$ cat src/rtl/uart_tx_fifo.sv
// 8N1 UART transmitter fed by a small byte FIFO over a valid/ready handshake.
// txd is registered from the FSM state, so the line lags the state by one clk.
module uart_tx_fifo #(
   parameter int CLKS_PER_BIT = 434,
   parameter int FIFO_DEPTH   = 8,
   parameter int PTR_W        = 3
) (
   input  logic             clk,
   input  logic             resetn,
   input  logic [7:0]       wr_data,
   input  logic             wr_valid,
   output logic             wr_ready,
   output logic             txd,
   output logic             busy,
   output logic [PTR_W:0]   fifo_count,
   output logic             tx_done
);
   localparam int               CNT_W    = (CLKS_PER_BIT > 2) ? $clog2(CLKS_PER_BIT) : 1;
   localparam logic [CNT_W-1:0] BIT_LAST = CNT_W'(CLKS_PER_BIT - 1);
   localparam logic [PTR_W:0]   DEPTH    = (PTR_W+1)'(FIFO_DEPTH);

   typedef enum logic [1:0] {IDLE, START, DATA, STOP} state_t;

   state_t           state, state_nxt;
   logic [CNT_W-1:0] baud_cnt;
   logic [2:0]       bit_idx;
   logic [7:0]       shift;
   logic [7:0]       mem [FIFO_DEPTH];
   logic [PTR_W-1:0] wr_ptr, rd_ptr;
   logic             bit_end, wr_en, pop, txd_nxt;

   assign bit_end  = (baud_cnt == BIT_LAST);
   // Ready comes from the registered count, so a pop on the same edge
   // cannot open a slot for a write that is already being offered.
   assign wr_ready = (fifo_count < DEPTH);
   assign wr_en    = wr_valid & wr_ready;
   assign busy     = (state != IDLE);

   always_ff @(posedge clk) begin
      if (!resetn) begin
         wr_ptr     <= '0;
         rd_ptr     <= '0;
         fifo_count <= '0;
      end else begin
         if (wr_en) wr_ptr <= wr_ptr + PTR_W'(1);
         if (pop)   rd_ptr <= rd_ptr + PTR_W'(1);
         case ({wr_en, pop})
            2'b10:   fifo_count <= fifo_count + (PTR_W+1)'(1);
            2'b01:   fifo_count <= fifo_count - (PTR_W+1)'(1);
            default: ;
         endcase
      end
   end

   always_ff @(posedge clk) begin
      if (wr_en) mem[wr_ptr] <= wr_data;
   end

   always_ff @(posedge clk) begin
      if (!resetn) state <= IDLE;
      else         state <= state_nxt;
   end

   always_comb begin
      state_nxt = state;
      case (state)
         IDLE:    if (fifo_count != '0) state_nxt = START;
         START:   if (bit_end) state_nxt = DATA;
         DATA:    if (bit_end && bit_idx == 3'd7) state_nxt = STOP;
         STOP:    if (bit_end) state_nxt = (fifo_count != '0) ? START : IDLE;
         default: state_nxt = IDLE;
      endcase
   end

   always_comb begin
      pop     = 1'b0;
      txd_nxt = 1'b1;
      tx_done = 1'b0;
      case (state)
         IDLE:  pop = (fifo_count != '0);
         START: txd_nxt = 1'b0;
         DATA:  txd_nxt = shift[bit_idx];
         STOP: begin
            tx_done = bit_end;
            pop     = bit_end && (fifo_count != '0);
         end
         default: ;
      endcase
   end

   // Counter restarts on every state change so each bit is exactly CLKS_PER_BIT long.
   always_ff @(posedge clk) begin
      if (!resetn) begin
         baud_cnt <= '0;
         bit_idx  <= '0;
         shift    <= '0;
         txd      <= 1'b1;
      end else begin
         txd <= txd_nxt;
         if (state_nxt != state || bit_end) baud_cnt <= '0;
         else if (state != IDLE)            baud_cnt <= baud_cnt + CNT_W'(1);
         if (state == START)                bit_idx <= '0;
         else if (state == DATA && bit_end) bit_idx <= bit_idx + 3'd1;
         if (pop) shift <= mem[rd_ptr];
      end
   end
endmodule

$ cat config.mk
export PLATFORM = sky130hd
export DESIGN_NAME = uart_tx_fifo
export DESIGN_NICKNAME = d
export VERILOG_FILES = /design/src/rtl/uart_tx_fifo.sv
export SDC_FILE = /design/constraint.sdc
export NUM_CORES = 1
export LEC_CHECK = 0
export BUFFER_PORTS_ARGS = -buffer_cell sky130_fd_sc_hd__clkbuf_2
export CORE_MARGIN = 3
export CORE_UTILIZATION = 55
export DETAILED_ROUTE_END_ITERATION = 7
export PLACE_DENSITY_LB_ADDON = 0.15
export SYNTH_ARGS = -nofsm -noshare
export SYNTH_HDL_FRONTEND = slang
export SYNTH_SLANG_ARGS = --single-unit
export TNS_END_PERCENT = 100
$ cat constraint.sdc
create_clock -name clk -period 5.6 [get_ports clk]
set_input_delay 1.68 -clock clk [delete_from_list [all_inputs] [get_ports clk]]
set_output_delay 1.68 -clock clk [all_outputs]
set_load 0.01 [all_outputs]
==> run metrics <==
Max Freq 0.3006 GHz; top fanout value on the critical path 12; largest area contributor in the netlist edfxtp_1; CP bufs+invs 1; flops & latches, synth 97; antenna viol nets, final 0; syn_area_per_cell 13.97 um^2; Max-slew headroom 38.00%; initial antenna violation count 0; clock slew at reported path FFs 0.10 ns; gr ovfl total 0; ratio of cells with drive above 1 in the final layout 19.44%; NumNets Final 345; Synth Net Count 328; WP data required 5.90 ns; Die Span X 93.59 um; DRT iter0 DRCs 123; vias in the first global route 2,422; max-cap violation count 0; GRT Util Overall 18.51%; final hold vios 0; Max Slew Vio Count 0; min Tclk post-route 3.327 ns; Fin Setup TNS 0 ns; routability congestion estimate 0.8030; CTS Hold Bufs 0; CP Capture Type flop; Yosys Warn Count 0; Fill cells 580; critical path startpoint category flop; top-area cell type share of the netlist area 45.55%; synth top area cells edfxtp_1, dfxtp_1, mux4_2, ha_1, mux2i_1; Async SR Flop Fraction 0%; worst hold path type flop to flop; TritonCTS Buffers 9; Tcrit/Tclk final 59.40%; worst ir drop on vdd 0.1818 mV; Worst EP arrival 3.63 ns; Worst Max-Slew Pin Slew 0.9266 ns; CP Cell Sequence inv_1, ha_1, nor2b_1, and2_1, ha_1, ha_1, a21o_1, a21oi_1, mux2i_1, mux2i_1; antenna cells 0; ys flop type edfxtp_1; FF/Latch Area 2582 um^2; CP max stage delay 0.55 ns; Area Overhead vs Synth 8.837%; grt met3 use 3.379%; CP Class flop to flop; global-route wire length before repair 12,100 um; clk buf depth 2; pwr/cell area 438.1 nW/um^2; number of remaining DRC errors 0; vias 2,382; Post-Route WL 7234 um; cts repair resizes 0; Overall Power 2.012 mW; Clk Latency, worst-skew pair 0.36 ns; WL/cell 17.10 um; pin count of the biggest net entering global routing 19; Syn Std Cell Area 4219 um^2; number of I/O pins 19; top-count cell post-synth edfxtp_1; met2 Usage GRT 28.95%; # Post-CTS Setup Buffers 0; port bufs 18; DR vias/cell 5.631; skew final 0.01313 ns; GRT busiest layer met2; status complete, no violations; Core Rows 31; core area 7331 um^2; Post-DP HPWL 4726 um; Post-synth EDFFs 64; htree depth 3; RSZ-0062 raised after global routing false; family with the most delay on the worst path simple AND/OR/NAND/NOR gates; Multi-input gate area 1529 um^2; Crit path top cell by count ha_1; drt pass-1 iters 4; clk sinks 97; TritonCTS clock tree built; Post-Synthesis Cells 302; slowest CP cell nor2b_1; Initial Utilization 57.55%; total die area 8758 um^2; total leakage power 1.623 nW; sequential fraction of the synthesis area 61.21%; Setup violations, final 0; met1 Usage GRT 24.88%; clock root cell clkbuf_8; chip height 93.59 um; most common library cells after synthesis edfxtp_1, dfxtp_1, a21oi_1, nor2_1, nand2_1; Finished Core Util 62.64%; post-synth cell types 41
layer usage:
layer  vias to the layer above  part of all wire [%]
met5                         -                     0
met4                         0                   3.0
met3                        18                   4.2
met2                        52                    47
met1                      1138                    46
li1                       1174                     -
worst paths after layout:
kind	end	from	slack (ns)	cells after the start
worst max-delay path	fifo_count[3]	state[0]	2.27	10
worst max register to register	fifo_count[3]	state[0]	2.27	10
worst min-delay path	bit_idx[1]	bit_idx[1]	0.51	2
worst min register to register	bit_idx[1]	bit_idx[1]	0.51	2
where the power goes:
group          internal, mW  total, mW  switching (mW)
logic                 0.272      0.639           0.367
registers             0.847      0.910          0.0632
clock network         0.214      0.462           0.249
tightest hold or removal path: stages, from the launching register on:
cell and delay, ns:
dfxtp_1 0.35, nand2_1 0.07, a21oi_1 0.05
per-stage QoR:
stage	cell area, um^2	std cells	worst slack (ns)	hold slack, ns
4_1_cts	4592	423	2.234	0.5066
6_report	4592	423	2.273	0.5065
3_3_place_gp	4389	407	2.202	0.4798
5_1_grt	4592	423	1.921	0.5366
2_1_floorplan	4219	302	2.244	0.4660
3_5_place_dp	4389	407	2.118	0.4942
cell type report:
cell class | count | area share [%]
timing repair buffer | 21 | 2.452
sequential | 97 | 56.24
clock inverter | 6 | 1.635
multi-input combinational | 179 | 33.30
tap | 99 | 2.698
inverter | 11 | 0.8992
clock buffer | 10 | 2.779
registers in the layout, summed over array words and instances, names as in the netlist:
name / flops
fifo_count: 4
mem: 64
bit_idx: 3
shift: 8
wr_ptr: 3
baud_cnt: 9
txd: 1
rd_ptr: 3
state: 2
kinds of logic (layout without fill, tap and decap cells):
group	count (synthesis)	count (layout)	share of synthesized area, %
flip-flops	97	97	61.21
AND/OR/NAND/NOR	70	70	8.393
AO/OA/AOI/OAI	49	49	7.562
multiplexers	32	32	12.96
buffers and inverters	26	48	2.550
adder cells (fa/ha/maj)	15	15	4.626
XOR/XNOR	13	13	2.699
placed cells by master (no fill, tap or decap), drive strengths merged, types with 2 or more instances in the layout:
master,synthesis,layout
xor2,7,7
and2,2,2
mux4,18,18
dfxtp,33,33
edfxtp,64,64
nor2b,3,3
nand2b,5,5
ha,14,14
o21ai,5,5
inv,11,14
nor3,4,4
nand2,20,20
nor2,21,21
xnor2,6,6
nand3,4,4
clkbuf,11,28
a211oi,14,14
a31o,2,2
a21oi,21,21
buf,4,3
mux2i,13,13
nand4b,4,4
(Power assumes the default switching activity.)
